`src/rtl/cpu_control_unit.sv`:
```
// Decode/execute slice of the 8-bit accumulator CPU: instruction decoder,
// ALU, register write-enable decoder and the registered Z/C flag pair.
module cpu_control_unit #(
  parameter int DATA_WIDTH = 8,
  parameter int OP_WIDTH   = 4
) (
  input  logic                  CLK,
  input  logic                  RST,
  input  logic [15:0]           INSTR,
  input  logic [DATA_WIDTH-1:0] A_IN,
  input  logic [DATA_WIDTH-1:0] B_IN,
  output logic [DATA_WIDTH-1:0] ALU_OUT,
  output logic [OP_WIDTH-1:0]   OP,
  output logic                  MUX_SEL,
  output logic                  MEM_SEL,
  output logic                  CE_ACC,
  output logic                  REG_WR,
  output logic [7:0]            CE_R,
  output logic                  CE_RAM,
  output logic                  CE_PC,
  output logic                  RESET_INSTR,
  output logic                  FLAG_Z,
  output logic                  FLAG_C
);

  // Opcodes (INSTR[15:11])
  localparam logic [4:0] OPC_NOP  = 5'b00000;
  localparam logic [4:0] OPC_LDI  = 5'b00001;
  localparam logic [4:0] OPC_STR  = 5'b00010;
  localparam logic [4:0] OPC_LDR  = 5'b00011;
  localparam logic [4:0] OPC_ADD  = 5'b00100;
  localparam logic [4:0] OPC_SUB  = 5'b00101;
  localparam logic [4:0] OPC_AND  = 5'b00110;
  localparam logic [4:0] OPC_OR   = 5'b00111;
  localparam logic [4:0] OPC_XOR  = 5'b01000;
  localparam logic [4:0] OPC_ADDI = 5'b01001;
  localparam logic [4:0] OPC_NOT  = 5'b01010;
  localparam logic [4:0] OPC_SHL  = 5'b01011;
  localparam logic [4:0] OPC_SHR  = 5'b01100;
  localparam logic [4:0] OPC_INC  = 5'b01101;
  localparam logic [4:0] OPC_DEC  = 5'b01110;
  localparam logic [4:0] OPC_LDM  = 5'b01111;
  localparam logic [4:0] OPC_STM  = 5'b10000;
  localparam logic [4:0] OPC_JMP  = 5'b10001;
  localparam logic [4:0] OPC_JZ   = 5'b10010;
  localparam logic [4:0] OPC_JC   = 5'b10011;
  localparam logic [4:0] OPC_RST  = 5'b11111;

  // ALU operation codes
  localparam logic [OP_WIDTH-1:0] ALU_PASS_A = OP_WIDTH'(4'h0);
  localparam logic [OP_WIDTH-1:0] ALU_PASS_B = OP_WIDTH'(4'h1);
  localparam logic [OP_WIDTH-1:0] ALU_ADD    = OP_WIDTH'(4'h2);
  localparam logic [OP_WIDTH-1:0] ALU_SUB    = OP_WIDTH'(4'h3);
  localparam logic [OP_WIDTH-1:0] ALU_AND    = OP_WIDTH'(4'h4);
  localparam logic [OP_WIDTH-1:0] ALU_OR     = OP_WIDTH'(4'h5);
  localparam logic [OP_WIDTH-1:0] ALU_XOR    = OP_WIDTH'(4'h6);
  localparam logic [OP_WIDTH-1:0] ALU_NOT    = OP_WIDTH'(4'h7);
  localparam logic [OP_WIDTH-1:0] ALU_SHL    = OP_WIDTH'(4'h8);
  localparam logic [OP_WIDTH-1:0] ALU_SHR    = OP_WIDTH'(4'h9);
  localparam logic [OP_WIDTH-1:0] ALU_INC    = OP_WIDTH'(4'hA);
  localparam logic [OP_WIDTH-1:0] ALU_DEC    = OP_WIDTH'(4'hB);

  localparam logic [DATA_WIDTH:0] ONE_EXT = (DATA_WIDTH+1)'(1);

  logic [4:0]          opcode;
  logic [2:0]          reg_sel;
  logic [DATA_WIDTH:0] alu_r;
  logic                alu_c;
  logic                unused_instr;

  assign opcode       = INSTR[15:11];
  assign reg_sel      = INSTR[10:8];
  // Immediate and jump target are consumed by the datapath outside this block.
  assign unused_instr = ^INSTR[7:0];

  // Instruction decode: every output defaults to inactive, undefined opcodes act as NOP.
  always_comb begin
    OP          = ALU_PASS_A;
    MUX_SEL     = 1'b0;
    MEM_SEL     = 1'b0;
    CE_ACC      = 1'b0;
    REG_WR      = 1'b0;
    CE_RAM      = 1'b0;
    CE_PC       = 1'b0;
    RESET_INSTR = 1'b0;
    case (opcode)
      OPC_NOP:  ;
      OPC_LDI:  begin MUX_SEL = 1'b1; OP = ALU_PASS_A; CE_ACC = 1'b1; end
      OPC_STR:  REG_WR = 1'b1;
      OPC_LDR:  begin OP = ALU_PASS_B; CE_ACC = 1'b1; end
      OPC_ADD:  begin OP = ALU_ADD; CE_ACC = 1'b1; end
      OPC_SUB:  begin OP = ALU_SUB; CE_ACC = 1'b1; end
      OPC_AND:  begin OP = ALU_AND; CE_ACC = 1'b1; end
      OPC_OR:   begin OP = ALU_OR;  CE_ACC = 1'b1; end
      OPC_XOR:  begin OP = ALU_XOR; CE_ACC = 1'b1; end
      OPC_ADDI: begin MUX_SEL = 1'b1; OP = ALU_ADD; CE_ACC = 1'b1; end
      OPC_NOT:  begin OP = ALU_NOT; CE_ACC = 1'b1; end
      OPC_SHL:  begin OP = ALU_SHL; CE_ACC = 1'b1; end
      OPC_SHR:  begin OP = ALU_SHR; CE_ACC = 1'b1; end
      OPC_INC:  begin OP = ALU_INC; CE_ACC = 1'b1; end
      OPC_DEC:  begin OP = ALU_DEC; CE_ACC = 1'b1; end
      OPC_LDM:  begin MEM_SEL = 1'b1; OP = ALU_PASS_B; CE_ACC = 1'b1; end
      OPC_STM:  CE_RAM = 1'b1;
      OPC_JMP:  CE_PC = 1'b1;
      OPC_JZ:   CE_PC = FLAG_Z;
      OPC_JC:   CE_PC = FLAG_C;
      OPC_RST:  RESET_INSTR = 1'b1;
      default:  ;
    endcase
  end

  // One-hot register write enable from the register-select field.
  always_comb begin
    CE_R = 8'h00;
    if (REG_WR) CE_R[reg_sel] = 1'b1;
  end

  // ALU: 9-bit result so add/subtract carry and borrow fall out of the top bit.
  always_comb begin
    alu_r = '0;
    alu_c = 1'b0;
    case (OP)
      ALU_PASS_A: alu_r = {1'b0, A_IN};
      ALU_PASS_B: alu_r = {1'b0, B_IN};
      ALU_ADD:    begin alu_r = {1'b0, A_IN} + {1'b0, B_IN}; alu_c = alu_r[DATA_WIDTH]; end
      ALU_SUB:    begin alu_r = {1'b0, A_IN} - {1'b0, B_IN}; alu_c = alu_r[DATA_WIDTH]; end
      ALU_AND:    alu_r = {1'b0, A_IN & B_IN};
      ALU_OR:     alu_r = {1'b0, A_IN | B_IN};
      ALU_XOR:    alu_r = {1'b0, A_IN ^ B_IN};
      ALU_NOT:    alu_r = {1'b0, ~A_IN};
      ALU_SHL:    begin alu_r = {1'b0, A_IN[DATA_WIDTH-2:0], 1'b0}; alu_c = A_IN[DATA_WIDTH-1]; end
      ALU_SHR:    begin alu_r = {2'b00, A_IN[DATA_WIDTH-1:1]}; alu_c = A_IN[0]; end
      ALU_INC:    begin alu_r = {1'b0, A_IN} + ONE_EXT; alu_c = alu_r[DATA_WIDTH]; end
      ALU_DEC:    begin alu_r = {1'b0, A_IN} - ONE_EXT; alu_c = alu_r[DATA_WIDTH]; end
      default:    begin alu_r = '0; alu_c = 1'b0; end
    endcase
  end

  assign ALU_OUT = alu_r[DATA_WIDTH-1:0];

  // Flags capture the ALU status only when the accumulator loads.
  always_ff @(posedge CLK or negedge RST) begin
    if (!RST) begin
      FLAG_Z <= 1'b0;
      FLAG_C <= 1'b0;
    end else if (CE_ACC) begin
      FLAG_Z <= (ALU_OUT == '0);
      FLAG_C <= alu_c;
    end
  end

endmodule

```
`config.mk`:
```
export PLATFORM = sky130hd
export DESIGN_NAME = cpu_control_unit
export DESIGN_NICKNAME = d
export VERILOG_FILES = /design/src/rtl/cpu_control_unit.sv
export SDC_FILE = /design/constraint.sdc
export NUM_CORES = 1
export LEC_CHECK = 0
export BUFFER_PORTS_ARGS = -buffer_cell sky130_fd_sc_hd__buf_4
export CORE_MARGIN = 3
export CORE_UTILIZATION = 45
export CTS_CLUSTER_DIAMETER = 40
export CTS_CLUSTER_SIZE = 24
export DETAILED_ROUTE_END_ITERATION = 6
export PLACE_DENSITY = 0.74
export RECOVER_POWER = 50
export SLEW_MARGIN = 20
export SYNTH_ARGS = -nofsm -noshare
export SYNTH_HDL_FRONTEND = slang
export SYNTH_SLANG_ARGS = --single-unit
```
`constraint.sdc`:
```
create_clock -name CLK -period 3.25 [get_ports CLK]
set_clock_uncertainty 0.05 [all_clocks]
set_input_delay 0.65 -clock CLK [delete_from_list [all_inputs] [get_ports CLK]]
set_output_delay 0.65 -clock CLK [all_outputs]
set_load 0.05 [all_outputs]
```
==> results.yml, run 1 <==
cells_and_area:
  area_growth_pct: 62.2
  antennaDiodeCount: 0
  area.sequential_um2: 50.0
  nFillCells: 400
  design.final.nets: 518
  drive_above_1_share: 0.427
  multiInputGateArea_um2: 2330
  final_cell_count_no_fill: 521
sta:
  setup_repair_after_global_routing_missed_its_margin: "yes"
  layout_min_cycle_time_ps: 3300
  fmaxAchievable_mhz: 303
  worstMarginPinSlew_ps: 769
  timing.final.ws_setup_ps: -47.9
  setup-violations-final: 3
  final-max-slew-violation-count: 0
  relSlewSlack: 0.483
  hold_viol: 0
  hold-worst-slack_ps: 168
  min_period_over_period: 1.01
  fin_tns_setup_ps: -82.8
cts:
  cts_buffers: 3
  clk_lat_worst_skew_ps: 210
  post_cts_hold_buffer_count: 0
  cts_tree: "yes"
  cts.reportedPaths.clkPinSlew_ps: 30
  cts.root.buffer_cell: "clkbuf_8"
  max-clock-path-buffers: 2
  numClockSinks: 2
  htree_levels: 1
status:
  violated_checks: "negative setup slack"
  result_of_the_run: "finished with violations"
synthesis:
  netlist_area_um2: 2310
  synth_sequential_area_ratio: 0.0217
  synth_edf_count: 0
  synthesis.area_per_instance_um2: 6.85
  synth_top_family_by_area: "simple AND/OR/NAND/NOR gates"
  warnings_synthesis: 0
  synth_simple_gate_area_frac: 0.337
  ys.flop_type: "dfrtp_1"
  postSynthNetCount: 399
  synthDistinctLibCells: 75
  async_reset_ff_frac: 1.00
  post_synth_inst_count: 337
  synth.ff_latch_count: 2
  post_synth_xor_area_fraction: 0.0417
  synth-adder-area-share: 0.158
  synth.mux.area_fraction: 0.00434
  synth_compound_area_frac: 0.333
placement:
  port_buffer_count: 54
  dpl.cell_count: 512
  place_congestion: 1.01
  hpwlAfterDp_um: 7920
global_routing:
  global_route_overflow: 0
  grt_util_all_layers: 0.330
  grt_start_max_net_pins: 17
  grt_pass1_vias: 3227
  grt_pass1_wl_um: 16200
  grt_antenna_before_repair: 0
worst_setup_path:
  worstReg2RegStart: "FLAG_C"
  worstSetupStartpoint: "A_IN[0]"
  reg2reg_depth: 2
  worst_ep_required_time_ps: 2550
  path_max_fanout: 3
  endpoint_kind: "output pin"
  reg2reg_slack_ps: 2160
  type_of_the_setup_path_with_the_least_slack: "input pin to output pin"
  cp-start-kind: "input pin"
  regToRegEndpoint: "FLAG_C"
  cp_data_arrival_time_ps: 2600
die:
  num_io_pins: 63
  die_height_um: 77.6
  die_width_um: 77.6
  floorplan.die_area_um2: 6030
  placementRows: 25
  coreArea_um2: 4850
  initial_utilization: 0.476
worst_hold_path:
  min-delay-path-class: "input pin to asynchronous set/reset pin"
route:
  drt-pass1-iter-count: 6
  post_detailed_route_wirelength_per_cell_um: 20.0
  drt-initial-drc-count: 455
  postRouteAntennaNets: 0
  wirelength_um: 10400
  drcViolationCount: 0
  route.detailed.vias_per_inst: 6.45
  via_count: 3361
run:
  max_cap_violations: 0
power_and_ir_drop:
  power_density_nw_per_um2: 196
  totalPowerFinal_uw: 733
  power.static_leakage_uw: 0.00162
  peakVddDrop_uv: 175
[cell families (layout without fill, tap and decap cells)]
group                    count (synthesis)  in the layout
AND/OR/NAND/NOR                        137            137
multiplexers                             1              1
buffers and inverters                   54            171
XOR/XNOR                                11             11
flip-flops                               2              2
adder cells (fa/ha/maj)                 28             28
AO/OA/AOI/OAI                          104            104
[layout make-up]
class | count | share of cell area
multi-input cells | 281 | 0.623
flip-flops and latches | 2 | 0.0134
clock buffers | 3 | 0.0110
repair buffers | 140 | 0.295
well taps | 67 | 0.0224
inverters | 28 | 0.0354
[cell usage after synthesis (8+ instances only)]
cell type / count / area (um2)
clkbuf_1: 12 / 45.0
nand2_1: 15 / 56.3
nor3_1: 18 / 90.1
xnor2_1: 9 / 78.8
nor2b_1: 9 / 56.3
nor2_1: 29 / 109
nand2b_1: 8 / 50.1
inv_1: 27 / 101
ha_1: 26 / 325
a21oi_1: 21 / 105
o21ai_0: 12 / 60.1
nand3_1: 10 / 50.1
buf_2: 8 / 40.0
[report_power, final]
group | switching (uW) | internal, uW
combinational | 346 | 259
sequential | 1.65 | 26.6
clock | 20.4 | 78.5
total | 368 | 364
[state kept, by name, indices dropped and copies added (netlist names)]
register,count
FLAG_C,1
FLAG_Z,1
[through the flow]
step / area, um2 / utilization / setup WS (ps)
floorplan: 2540 / - / -190
global placement: 3410 / 0.703 / -205
detailed placement: 3410 / 0.703 / -211
CTS: 3570 / 0.736 / -17.2
global route: 3740 / 0.772 / -165
finish: 3740 / 0.772 / -47.9
[worst max-delay path by stage]
stage,endpoint,slack (ps),depth (start not counted)
3_3_place_gp,ALU_OUT[2],-210,8
6_report,ALU_OUT[6],-50,10
4_1_cts,ALU_OUT[2],-20,8
5_1_grt,ALU_OUT[6],-170,10
2_1_floorplan,CE_R[2],-190,7
3_5_place_dp,ALU_OUT[2],-210,8
[worst max-delay path: stages]
cell,delay [ps]
buf_8,100
ha_4,150
fa_1,410
buf_4,150
nand3_1,80
nand2_1,130
a31oi_1,390
xnor2_1,140
o221ai_2,200
buf_6,190
[cells in the final DEF, fill, tap and decap left out, types with 3 or more instances in the layout]
cell type	n
nor3_1	15
and3b_1	3
a21oi_1	19
nand2b_1	8
ha_4	6
ha_2	3
clkbuf_1	11
o2111ai_1	4
nand2_1	15
xnor2_1	8
nand3b_1	4
nand3_1	10
inv_1	17
or3_1	5
nor2_1	28
o21ai_0	9
a221o_1	4
a21o_1	6
a221oi_1	5
nor3_4	3
o32ai_1	3
buf_4	110
nand4_1	3
a22oi_1	5
o31ai_1	3
inv_2	3
ha_1	17
nor2b_1	9
inv_4	5
clkbuf_8	3
buf_8	6
o22ai_1	4
buf_6	13
[timing repair]
item | 4_1_cts | 5_1_grt
endpoints found under the setup margin | 6 | 6
pin swaps | 10 | 23
gates cloned | 0 | 0
resized for setup | 22 | 46
setup buffers | 3 | 3
[metal layers]
| layer | vias to the layer above | GRT usage | routed length, um |
|---|---|---|---|
| li1 | 1508 | - | - |
| met1 | 1570 | 0.443 | 3960 |
| met2 | 233 | 0.538 | 4810 |
| met3 | 50 | 0.0348 | 1220 |
| met4 | 0 | 0.126 | 455 |
| met5 | - | 0 | 0 |
No activity file was read; power rests on OpenSTA's default activity.
==> run 2, diff against run 1 <==
Settings changed: CORE_MARGIN 3 to not set.
==> run 2 against run 1 <==
Net effect:
- highest routed layer unchanged
- the run still ends with negative setup slack left
- critical path depth unchanged
- setup slack better by 43 ps
- global-route usage up 3.5 points
- sequential share of layout area about the same
- hold slack better by 2.1 ps
- clock power down 2.9%
- largest cell class unchanged
- design area down 1.7%
- cell count down 2.1%
- wire length down 5.7%
- via count down 3.4%
- register-to-register slack better by 20 ps
- sequential power about the same
==> results.yml, run 2 (synthesized netlist as in run 1, its figures left out) <==
route:
  postRouteAntennaNets: 0
  drcViolationCount: 0
  drt-initial-drc-count: 479
  post_detailed_route_wirelength_per_cell_um: 19.3
  drt-pass1-iter-count: 5
  wirelength_um: 9850
  via_count: 3247
  route.detailed.vias_per_inst: 6.37
die:
  initial_utilization: 0.479
  die_width_um: 73.6
  num_io_pins: 63
  floorplan.die_area_um2: 5420
  die_height_um: 73.6
  coreArea_um2: 4820
  placementRows: 25
sta:
  hold_viol: 0
  setup_repair_after_global_routing_missed_its_margin: "yes"
  fmaxAchievable_mhz: 307
  layout_min_cycle_time_ps: 3250
  timing.final.ws_setup_ps: -4.67
  setup-violations-final: 1
  relSlewSlack: 0.556
  hold-worst-slack_ps: 170
  worstMarginPinSlew_ps: 663
  final-max-slew-violation-count: 0
  min_period_over_period: 1.00
cts:
  numClockSinks: 2
  max-clock-path-buffers: 2
  cts.reportedPaths.clkPinSlew_ps: 30
  cts.root.buffer_cell: "clkbuf_8"
  cts_buffers: 3
  clk_lat_worst_skew_ps: 200
  post_cts_hold_buffer_count: 0
  cts_tree: "yes"
  htree_levels: 1
placement:
  dpl.cell_count: 502
  port_buffer_count: 54
  hpwlAfterDp_um: 7470
  place_ws_ps: -238
  place_congestion: 0.953
global_routing:
  grt_antenna_before_repair: 0
  grt_busiest_layer: "met2"
  met2_routing_resource_usage_after_global_routing: 0.598
  grt_pass1_wl_um: 15100
  grt_pass1_vias: 2974
  grt_util_all_layers: 0.364
  grt_start_max_net_pins: 20
  grtUsageMet1: 0.472
  global_route_overflow: 0
  gr-usage-met3: 0.0672
cells_and_area:
  final_cell_count_no_fill: 510
  area_growth_pct: 59.4
  registers_with_the_most_flip_flops: "FLAG_C (1), FLAG_Z (1)"
  nFillCells: 389
  layout.cells.most_common_list: "110 x buf_4, 28 x nor2_1, 18 x ha_1, 17 x inv_1, 17 x a21oi_1"
  design.final.nets: 507
  area.sequential_um2: 50.0
  multiInputGateArea_um2: 2330
  antennaDiodeCount: 0
  drive_above_1_share: 0.429
  layout_commonest_cell: "buf_4"
run:
  max_cap_violations: 0
status:
  result_of_the_run: "finished with violations"
  violated_checks: "negative setup slack"
power_and_ir_drop:
  peakVddDrop_uv: 156
  power_density_nw_per_um2: 195
  power.static_leakage_uw: 0.00159
worst_setup_path:
  reg2reg_slack_ps: 2180
  path_max_fanout: 4
  endpoint_kind: "output pin"
  type_of_the_setup_path_with_the_least_slack: "input pin to output pin"
  cp-start-kind: "input pin"
  cp_data_arrival_time_ps: 2550
  worst_ep_required_time_ps: 2550
worst_hold_path:
  min-delay-path-class: "input pin to asynchronous set/reset pin"
-- run 2: cell types whose count changed in the layout (fill, tap and decap cells not counted), moves of 2 or more --
cell / delta
ha_2: -2
clkbuf_1: -6
buf_6: -5
buf_12: +3
o21ai_1: +2
a21oi_1: -2
inv_2: +3
inv_4: -3
buf_8: -3
-- run 2: report_power, final --
part / total, uW / internal [uW] / switching (uW)
Sequential: 28.2 / 26.6 / 1.58
Combinational: 594 / 255 / 339
Clock: 95.9 / 78.2 / 17.7
-- run 2: layout make-up --
class / instances / area share
multi-input cells: 281 / 0.634
repair buffers: 129 / 0.283
inverters: 28 / 0.0354
well taps: 67 / 0.0228
flip-flops and latches: 2 / 0.0136
clock buffers: 3 / 0.0112
-- run 2: path summary, 6_finish.rpt --
| path | start | cells past startpoint | to |
|---|---|---|---|
| max in group asynchronous | RST | 1 | FLAG_C |
| worst max-delay path | A_IN[0] | 10 | ALU_OUT[6] |
| worst min-delay path | RST | 1 | FLAG_Z |
| min in group CLK | FLAG_Z | 1 | FLAG_Z |
| worst min register to register | FLAG_Z | 1 | FLAG_Z |
| worst max register to register | FLAG_C | 2 | FLAG_C |
-- run 2: layer usage --
layer,wire [um],vias up
met4,373,0
met3,1080,43
met5,0,-
met2,4490,230
li1,-,1481
met1,3910,1493
-- run 2: repair_timing --
action / in CTS / in global routing
buffers inserted: 5 / 0
gates cloned: 0 / 0
setup endpoints to repair: 6 / 8
gates resized for setup: 29 / 28
hold endpoints to repair: 0 / 0
pin swaps: 15 / 11
-- run 2: worst max-delay path: stages --
cell and delay [ps]:
buf_8 100, buf_12 130, clkinv_8 40, ha_2 180
or3b_4 420, or4_1 450, a21oi_2 200, nor4_2 80
o221ai_2 100, buf_6 200
-- run 2: through the flow --
stage	total power (uW)	util	area, um2	TNS, ps
3_5_place_dp	550	0.698	3360	-931
5_1_grt	757	0.764	3680	-130
6_report	718	0.764	3680	-4.67
2_1_floorplan	364	-	2540	-1390
4_1_cts	683	0.738	3560	-61.8
3_3_place_gp	541	0.698	3360	-710
